--- config.mk ---
export PLATFORM = sky130hd
export DESIGN_NAME = debounce_bank
export DESIGN_NICKNAME = d
export VERILOG_FILES = /design/src/rtl/debounce_pkg.sv /design/src/rtl/debounce_ch.sv /design/src/rtl/debounce_bank.sv
export SDC_FILE = /design/constraint.sdc
export NUM_CORES = 1
export LEC_CHECK = 0
export BUFFER_PORTS_ARGS = -buffer_cell sky130_fd_sc_hd__buf_4
export CORE_UTILIZATION = 40
export DETAILED_ROUTE_END_ITERATION = 8
export HOLD_SLACK_MARGIN = 0.02
export SYNTH_ARGS = -nofsm -noshare
export SYNTH_HDL_FRONTEND = slang
export SYNTH_SLANG_ARGS = --single-unit
export TNS_END_PERCENT = 5
--- constraint.sdc ---
create_clock -name clk -period 3.4 [get_ports clk]
set_input_delay 0.34 -clock clk [delete_from_list [all_inputs] [get_ports clk]]
set_output_delay 0.34 -clock clk [all_outputs]
set_load 0.02 [all_outputs]
--- src/rtl/debounce_pkg.sv ---
// debounce_pkg: default parameter values and the counter-width helpers shared by
// debounce_bank and debounce_ch (optional long-press logic: DEBOUNCE_LONGPRESS_EN).
package debounce_pkg;

    localparam int DEF_N_CH         = 4;
    localparam int DEF_TICK_DIV     = 250000;
    localparam int DEF_STABLE_TICKS = 4;
    localparam int DEF_LONG_TICKS   = 400;

    function automatic int clog2(input int value);
        int r;
        r = 0;
        for (int i = 0; i < 31; i++) begin
            if ((1 << i) < value) r = i + 1;
        end
        return r;
    endfunction

    // A counter that must hold 0..max_val is always sized from max_val, never by hand.
    function automatic int cnt_w(input int max_val);
        return (clog2(max_val + 1) < 1) ? 1 : clog2(max_val + 1);
    endfunction

endpackage

--- src/rtl/debounce_ch.sv ---
// debounce_ch: one channel - 2-flop synchroniser, tick-driven stability filter,
// rise/fall pulses and, with DEBOUNCE_LONGPRESS_EN, a saturating hold counter.
module debounce_ch
    import debounce_pkg::*;
#(
    parameter int STABLE_TICKS = DEF_STABLE_TICKS,
    parameter int LONG_TICKS   = DEF_LONG_TICKS
) (
    input  logic clk,
    input  logic rst_n,
    input  logic tick,
    input  logic btn_in,
    output logic lvl,
    output logic rise,
    output logic fall,
    output logic long_p
);

    localparam int SW = cnt_w(STABLE_TICKS);
    localparam logic [SW-1:0] STABLE_LAST = SW'(STABLE_TICKS - 1);

    logic [1:0]    sync_q, sync_d;
    logic [SW-1:0] cnt_q, cnt_d;
    logic          lvl_q, lvl_d;
    logic          rise_q, rise_d;
    logic          fall_q, fall_d;

    always_comb begin
        sync_d = {sync_q[0], btn_in};
        cnt_d  = cnt_q;
        lvl_d  = lvl_q;
        rise_d = 1'b0;
        fall_d = 1'b0;
        if (sync_q[1] == lvl_q) begin
            cnt_d = '0;
        end else if (tick) begin
            if (cnt_q == STABLE_LAST) begin
                lvl_d  = sync_q[1];
                cnt_d  = '0;
                rise_d = sync_q[1];
                fall_d = ~sync_q[1];
            end else begin
                cnt_d = cnt_q + 1'b1;
            end
        end
    end

    always_ff @(posedge clk or negedge rst_n) begin
        if (!rst_n) begin
            sync_q <= '0;
            cnt_q  <= '0;
            lvl_q  <= 1'b0;
            rise_q <= 1'b0;
            fall_q <= 1'b0;
        end else begin
            sync_q <= sync_d;
            cnt_q  <= cnt_d;
            lvl_q  <= lvl_d;
            rise_q <= rise_d;
            fall_q <= fall_d;
        end
    end

    assign lvl  = lvl_q;
    assign rise = rise_q;
    assign fall = fall_q;

`ifdef DEBOUNCE_LONGPRESS_EN
    localparam int LW = cnt_w(LONG_TICKS);
    localparam logic [LW-1:0] LONG_MAX = LW'(LONG_TICKS);

    logic [LW-1:0] hold_q, hold_d;
    logic          long_q, long_d;

    // Saturation at LONG_MAX is what stops a repeat pulse until release.
    always_comb begin
        hold_d = hold_q;
        long_d = 1'b0;
        if (!lvl_q) begin
            hold_d = '0;
        end else if (tick && (hold_q != LONG_MAX)) begin
            hold_d = hold_q + 1'b1;
            long_d = (hold_d == LONG_MAX);
        end
    end

    always_ff @(posedge clk or negedge rst_n) begin
        if (!rst_n) begin
            hold_q <= '0;
            long_q <= 1'b0;
        end else begin
            hold_q <= hold_d;
            long_q <= long_d;
        end
    end

    assign long_p = long_q;
`else
    // Constant 0; LONG_TICKS stays referenced so both builds share one parameter list.
    assign long_p = 1'b0 && (LONG_TICKS > 0);
`endif

endmodule

--- src/rtl/debounce_bank.sv ---
// debounce_bank: N_CH debounced channels sharing one sample-tick prescaler, plus a
// registered any_evt summary. Long-press pulses exist only with DEBOUNCE_LONGPRESS_EN.
module debounce_bank
    import debounce_pkg::*;
#(
    parameter int N_CH         = DEF_N_CH,
    parameter int TICK_DIV     = DEF_TICK_DIV,
    parameter int STABLE_TICKS = DEF_STABLE_TICKS,
    parameter int LONG_TICKS   = DEF_LONG_TICKS
) (
    input  logic            clk,
    input  logic            rst_n,
    input  logic [N_CH-1:0] btn_in,
    output logic [N_CH-1:0] btn_lvl,
    output logic [N_CH-1:0] btn_rise,
    output logic [N_CH-1:0] btn_fall,
    output logic [N_CH-1:0] btn_long,
    output logic            any_evt
);

    localparam int PW = cnt_w(TICK_DIV);
    localparam logic [PW-1:0] PRE_LAST = PW'(TICK_DIV - 1);

    logic [PW-1:0] pre_q, pre_d;
    logic          tick;
    logic          any_evt_q, any_evt_d;

    always_comb begin
        tick  = (pre_q == PRE_LAST);
        pre_d = tick ? '0 : pre_q + 1'b1;
    end

    for (genvar i = 0; i < N_CH; i++) begin : g_ch
        debounce_ch #(
            .STABLE_TICKS (STABLE_TICKS),
            .LONG_TICKS   (LONG_TICKS)
        ) u_ch (
            .clk    (clk),
            .rst_n  (rst_n),
            .tick   (tick),
            .btn_in (btn_in[i]),
            .lvl    (btn_lvl[i]),
            .rise   (btn_rise[i]),
            .fall   (btn_fall[i]),
            .long_p (btn_long[i])
        );
    end

    always_comb begin
        any_evt_d = |{btn_rise, btn_fall, btn_long};
    end

    always_ff @(posedge clk or negedge rst_n) begin
        if (!rst_n) begin
            pre_q     <= '0;
            any_evt_q <= 1'b0;
        end else begin
            pre_q     <= pre_d;
            any_evt_q <= any_evt_d;
        end
    end

    assign any_evt = any_evt_q;

endmodule

---- Word level (Yosys, flattened, before mapping) ----
Index checks and enable logic that the tools add are counted.
word-level totals
  bits in registers ....................... 51
  input port bits ......................... 6
  output and inout port bits .............. 17
operators by class
  $add $sub $neg .......................... 5
  equality and inequality tests ........... 9
  mux-type cells .......................... 37
  bitwise operators ....................... 8
  reduce and logical (&&, ||, !) cells .... 9
operators with widths
  operator                                                               count
  3-bit two-way mux                                                      12
  1-bit two-way mux                                                      24
  18-bit by 1-bit adder with 18-bit output, second input constant        1
  18-bit equality test, second input constant                            1
  18-bit two-way mux                                                     1
  3-bit by 1-bit adder with 3-bit output, second input constant          4
  3-bit by 2-bit equality test with 1-bit output, second input constant  4
  3-bit AND reduction                                                    4
  1-bit NOT                                                              8
  2-bit nonzero test                                                     4
  8-bit OR reduction                                                     1
  1-bit equality test                                                    4

---- Longest topological paths before layout ----
Gate-level depths: netlist (run 1).
  depth after elaboration ................. 4
  gate-level depth with buffers ........... 7
  gate-level depth less buffers ........... 5

---- Cells and area by module ----
From an unflattened synthesis (run 1), not the netlist that was laid out.
second synthesis, totals
  cells, all modules ...................... 191
  area total of the unflattened synthesis .. 2223.4 µm²
modules (own cells, without submodules)
  module         times used  cells an instance  area an instance (µm²)  seq. area each (µm²)
  debounce_ch    4           26                 331.6                   200.2
  debounce_bank  1           87                 897.1                   475.5

---- Worst setup path after synthesis (run 1) ----
OpenSTA, ideal clock, no wires.
  kind .................................... reg2reg
  from .................................... register pre_q[0]
  to ...................................... register g_ch[3].u_ch.lvl_q
  setup time .............................. 0.128 ns
  arrival time ............................ 1.763 ns
  data required time ...................... 3.272 ns
  setup slack ............................. 1.510 ns
  cell stages (with the launch flop) ...... 7
  clock period less this slack ............ 1.890 ns
  path through ............................ dfrtp_1 -> ha_1 -> nand3_2 -> or3_4 -> buf_6 -> nor3_4 -> mux2_1
between the ends
  word-level cells in the longest chain between the ends .. 2
RTL lines
  item                           line                 text
  from (decl)                    debounce_bank.sv:24  logic [PW-1:0] pre_q, pre_d;
  from (signal assigned)         debounce_bank.sv:58  pre_q <= pre_d;
  18-bit equality test           debounce_bank.sv:29  tick = (pre_q == PRE_LAST);
  3-bit AND reduction (no line)  n/a
  to (signal assigned)           debounce_ch.sv:58    lvl_q <= lvl_d;
  to (decl)                      debounce_ch.sv:24    logic lvl_q, lvl_d;
Every way passes these cells.
A chain may end at the register's enable or synchronous reset.

---- Final worst setup path (run 1) ----
  from .................................... register pre_q[0]
  to ...................................... register g_ch[1].u_ch.lvl_q
between the ends
  word-level cells in the longest chain between the ends .. 2
RTL lines
  item                           line
  18-bit equality test           debounce_bank.sv:29
  3-bit AND reduction (no line)  n/a
  to (signal assigned)           debounce_ch.sv:58
  to (decl)                      debounce_ch.sv:24
Every way passes these cells.

==> results.cfg, run 1 <==
[sta]
relSlewSlack = 0.578
fin_setup_tns_ns = 0
timing.fmax_mhz = 463
slew_viol_final = 0
finalCriticalPeriod_ns = 2.16
clock-skew-final_ns = 0.00477
worst_pin_slew_ns = 0.630
setup_viol = 0
period_share = 0.635
hold_violations = 0
rsz0062_at_grt = false

[clocking]
cts-root-buf = clkbuf_8
cts_buffer_depth = 2
hold_buffers = 0
path_clk_slew_ns = 0.09
clock_latency_ns = 0.30
tritoncts = done
post_cts_buffers = 0
cts_buffers = 5
cts_num_sinks = 51
htree_num_levels = 2
ctsResizeCount = 0

[power_and_ir_drop]
ir_drop_mv = 0.233
powerDensity_mw_per_mm2 = 449
p_total_mw = 1.13
p_leak_nw = 1.18

[routing]
viasPerCell = 5.03
firstDrtPassIters = 4
vias = 1429
drc = 0
drtIter0Drc = 94
routedWlPerCell_um = 13.3
finalWirelength_um = 3760
detail-route-antenna-nets = 0

[yosys]
synth_enable_flop_cells = 0
ys_ff_latch = 51
yosys_warnings = 0
syn-cell-area_sq_mm = 0.00230
syn_avg_cell_area_sq_um = 11.3
yosysSeqAreaShare = 0.554
synth.distinct_cells = 32
synth_top_area_cell = dfrtp_1
synth.top_cell.area_share = 0.554
ys_top_cells_by_area = dfrtp_1 (55%), buf_4 (5.5%), xnor2_1 (5.3%)
synth_ff_type = dfrtp_1
async_reset_ff_frac = 1.00
synthCells = 203

[die]
die_y_um = 77.9
pin_count = 23
rows = 27
dieArea_sq_mm = 0.00607
design.core.area_sq_mm = 0.00554
die_x_um = 77.9
initial_core_util = 0.416

[layout]
regArea_sq_mm = 0.00128
final_nets = 222
fin_area_sq_mm = 0.00253
drive_gt1_frac = 0.189
nFillCells = 543
fin_cells = 284
diodes = 0
area_delta_synth_final_pct = 9.83
multi_input_area_sq_um = 873

[place]
place_area_sq_mm = 0.00239
dpl.cell_count = 276
place.port_buffers = 18
place_hpwl_um = 2560
place.gp.congestion = 0.811

[worst_setup_path]
max_stage_delay_ns = 0.52
path_cells = ha_1 > nand3_2 > or3_4 > nor3_1 > mux2_2
slowest_stage = or3_4
start_kind = flop
cp_max_fo = 13
worstSetupPathType = flop to flop
cp-end-kind = flop
worstPathArrival_ns = 2.36
critPathRequiredTime_ns = 3.60
path_delay_family = simple AND/OR/NAND/NOR gates
cp.buffers_inverters = 0

[global_routing]
gr-usage-all-layers = 0.147
grt_first_pass_wirelength_um = 6730
grt_pass1_vias = 1445
grt_max_degree = 52
grt-ovfl-total = 0
antenna_found_initial = 0

[min_path]
worstHoldPathType = input port to async pin

[flow_run]
drv_cap = 0

[status]
status = completed
==> metrics by stage <==
step / hold slack (ns) / utilization / setup WS (ns)
floorplan: 0.0444 / - / 1.51
CTS: 0.0669 / 0.457 / 1.23
detailed placement: 0.336 / 0.432 / 1.24
global route: 0.100 / 0.457 / 1.04
global placement: 0.333 / 0.432 / 1.29
finish: 0.0471 / 0.457 / 1.24
==> kinds of logic after synthesis <==
group	after synthesis	share of synthesized area
muxes	4	0.0196
adders and majority gates	5	0.0272
DFF	51	0.554
and+or+nand+nor	76	0.205
buffers and inverters	25	0.0717
xor gates and xnor gates	19	0.0722
other	1	0.00163
AOI/OAI and AO/OA	22	0.0489
==> cells in the final DEF, fill, tap and decap left out, drive strengths merged, types with 5 or more instances in the layout <==
| cell | instances |
|---|---|
| nand3 | 9 |
| nor3 | 8 |
| nand2b | 8 |
| a21oi | 13 |
| ha | 5 |
| inv | 5 |
| buf | 18 |
| nor2 | 14 |
| o21ai | 8 |
| nor4 | 8 |
| nand2 | 5 |
| xor2 | 5 |
| dfrtp | 51 |
| and3b | 6 |
| nand4 | 7 |
| xnor2 | 14 |
| clkbuf | 5 |
==> worst register-to-register path, delay by kind of cell (launching register included) <==
family	cells	cell delay (ns)
simple gates	3	1.07
flops	1	0.40
mux	1	0.38
fa+ha+maj	1	0.21
==> sequential cells by signal (all words and copies together), names as in the netlist <==
name              flops
any_evt               1
g_ch.u_ch.cnt_q      12
g_ch.u_ch.fall        4
g_ch.u_ch.lvl         4
g_ch.u_ch.rise        4
g_ch.u_ch.sync_q      8
pre_q                18
==> final timing paths <==
path / slack, ns / start / cells past startpoint / to
min in group clk: 0.14 / btn_in[1] / 1 / g_ch[1].u_ch.sync_q[0]$_DFF_PN0_
min: 0.05 / rst_n / 1 / pre_q[8]$_DFF_PN0_
min reg2reg: 0.35 / g_ch[3].u_ch.sync_q[0]$_DFF_PN0_ / 0 / g_ch[3].u_ch.sync_q[1]$_DFF_PN0_
max: 1.24 / pre_q[0]$_DFF_PN0_ / 5 / g_ch[1].u_ch.lvl$_DFFE_PN0P_
max in group asynchronous: 2.93 / rst_n / 1 / pre_q[1]$_DFF_PN0_
max reg2reg: 1.24 / pre_q[0]$_DFF_PN0_ / 5 / g_ch[1].u_ch.lvl$_DFFE_PN0P_
==> synthesized netlist by cell type, types with 2 or more instances <==
cell,count
dfrtp_1,51
buf_4,17
xnor2_1,14
a21oi_1,13
nor2_1,13
nand2b_1,8
nand3_1,8
nor4_1,8
o21ai_0,8
nand4_1,7
and3b_2,6
nor3_1,6
ha_1,5
inv_1,5
nand2_1,5
xor2_1,5
nand4b_1,4
mux2_2,3
and2_1,2
and3_1,2
clkbuf_1,2
==> routing by layer <==
layer  vias up  share of wire  track usage
met5         -              0            0
met4         0          0.017       0.0736
met3         6          0.046       0.0353
met2        40           0.43        0.227
met1       685           0.51        0.191
li1        698              -            -
==> area by class of cell <==
cell class | instances | area share
flip-flops and latches | 51 | 0.504
well taps | 72 | 0.0356
repair buffers | 18 | 0.0534
multi-input cells | 130 | 0.345
clock inverters | 3 | 0.0267
clock buffers | 5 | 0.0272
inverters | 5 | 0.00742
==> power breakdown <==
| group | switching, mW | leakage (nW) | internal [mW] |
|---|---|---|---|
| clock network | 0.204 | 0.0644 | 0.293 |
| registers | 0.00301 | 0.680 | 0.611 |
| logic | 0.0177 | 0.438 | 0.00613 |
| total | 0.225 | 1.18 | 0.910 |
No activity file was read; power rests on OpenSTA's default activity.
==> run 2, diff against run 1 <==
Clock period 3.4 ns to 2.15 ns, I/O delays scaled along.
==> run 2 against run 1 <==
  * First-iteration DRC count increased by 56%
  * Largest power group unchanged
  * Clock skew increased by 0.00063 ns
  * Highest routed layer unchanged
  * Die area unchanged
  * Clock power is 58% higher
  * Via count increased by 3.4%
  * Combinational power rose by 88%
==> results.cfg, run 2 (same netlist as run 1, synthesis figures left out) <==
[clocking]
ctsResizeCount = 0
cts_num_sinks = 51
path_clk_slew_ns = 0.09
cts_buffers = 5
cts_buffer_depth = 2
tritoncts = done
htree_num_levels = 2
hold_buffers = 5
clock_latency_ns = 0.30
cts-root-buf = clkbuf_8
post_cts_buffers = 0

[power_and_ir_drop]
pwr-share-seq = 0.540
p_total_mw = 1.80
powerDensity_mw_per_mm2 = 685
p_int_mw = 1.45
p_comb_frac = 0.025
p_leak_nw = 1.23
ir_drop_mv = 0.276
p_sw_frac = 0.197
power.switching_mw = 0.354
clkPwrFrac = 0.436

[die]
design.core.area_sq_mm = 0.00554
rows = 27
dieArea_sq_mm = 0.00607
pin_count = 23
die_x_um = 77.9
die_y_um = 77.9
initial_core_util = 0.416

[layout]
mostFrequentLayoutCells = dfrtp_1 (51), buf_4 (24), xnor2_1 (14)
final_common_cell = dfrtp_1
drive_gt1_frac = 0.206
diodes = 0
fin_area_sq_mm = 0.00263
regMostFlops = pre_q
largest_reg_flops = 18
fin_cells = 295
area_delta_synth_final_pct = 14.0
reg_top3 = pre_q x18, g_ch.u_ch.cnt_q x12, g_ch.u_ch.sync_q x8
final_nets = 233

[sta]
finalCriticalPeriod_ns = 2.00
timing.fmax_mhz = 501
fin_setup_tns_ns = 0
setup_viol = 0
relSlewSlack = 0.585
worst_pin_slew_ns = 0.623
slew_viol_final = 0
clock-skew-final_ns = 0.00540
hold_violations = 0
period_share = 0.929
rsz0062_at_grt = false

[status]
status = completed

[global_routing]
grt-ovfl-total = 0
grt_first_pass_wirelength_um = 6640
grt_max_degree = 52
gr-usage-all-layers = 0.144
grt_pass1_vias = 1380
antenna_found_initial = 0

[place]
place_hpwl_um = 2570
dpl.cell_count = 282
place.port_buffers = 18
place.gp.congestion = 0.756
place_area_sq_mm = 0.00244

[worst_setup_path]
critPathRequiredTime_ns = 2.35
worstSetupPathType = flop to flop
path_cells = ha_1 > nand3_2 > or3_4 > nor3_1 > mux2_2
start_kind = flop
cp_max_fo = 13
max_stage_delay_ns = 0.48
slowest_stage = or3_4
cp-end-kind = flop
worstPathArrival_ns = 2.20

[routing]
viasPerCell = 5.01
finalWirelength_um = 3830
routedWlPerCell_um = 13.0
detail-route-antenna-nets = 0
vias = 1478
drc = 0
firstDrtPassIters = 5
drtIter0Drc = 147

[flow_run]
drv_cap = 0

[min_path]
worstHoldPathType = flop to flop
[run 2: cell count changes in the layout (fill, tap and decap cells not counted)]
cell           before  now
buf_4              18   24
dlygate4sd3_1       0    5
[run 2: worst max-delay path: cells and delay by family (launching register included)]
family | cells | cell delay [ns]
AND/OR/NAND/NOR | 3 | 0.90
flip-flops | 1 | 0.40
multiplexers | 1 | 0.38
adder cells (fa/ha/maj) | 1 | 0.21
[run 2: cell type report]
cell class | count | area [sq um]
flip-flops and latches | 51 | 1280
repair buffers | 29 | 230
well taps | 72 | 90.1
clock inverters | 3 | 67.6
inverters | 5 | 18.8
fillers | 520 | 2920
multi-input cells | 130 | 873
clock buffers | 5 | 68.8
[run 2: power by group through the flow]
| stage | Combinational [mW] | Sequential (mW) | Clock [mW] |
|---|---|---|---|
| floorplan | 0.0176 | 0.989 | 0 |
| global placement | 0.0393 | 0.990 | 0 |
| detailed placement | 0.0389 | 0.990 | 0 |
| CTS | 0.0463 | 0.971 | 0.806 |
| global route | 0.0515 | 0.973 | 0.848 |
| finish | 0.0447 | 0.971 | 0.784 |
[run 2: path summary, 6_finish.rpt]
check	start	end	slack, ns	cells past startpoint
setup / recovery	pre_q[0]$_DFF_PN0_	g_ch[0].u_ch.lvl$_DFFE_PN0P_	0.15	5
hold / removal	g_ch[3].u_ch.sync_q[0]$_DFF_PN0_	g_ch[3].u_ch.sync_q[1]$_DFF_PN0_	0.36	0
setup reg to reg	pre_q[0]$_DFF_PN0_	g_ch[0].u_ch.lvl$_DFFE_PN0P_	0.15	5
hold reg to reg	g_ch[3].u_ch.sync_q[0]$_DFF_PN0_	g_ch[3].u_ch.sync_q[1]$_DFF_PN0_	0.36	0
max in group asynchronous	rst_n	g_ch[1].u_ch.sync_q[1]$_DFF_PN0_	1.27	2
min in group asynchronous	rst_n	pre_q[8]$_DFF_PN0_	0.46	2
[run 2: routing by layer]
layer,track usage,routed length (um),up-vias
li1,-,-,719
met1,0.209,1890,720
met2,0.206,1720,34
met3,0.0353,157,5
met4,0.0566,63,0
met5,0,0,-
[run 2: metrics by stage]
step	utilization	worst slack, ns	hold WS [ns]
finish	0.474	0.153	0.356
global route	0.474	0.0584	0.377
CTS	0.474	0.141	0.359
detailed placement	0.440	0.149	0.280
global placement	0.440	0.238	0.288
floorplan	-	0.260	-0.0806
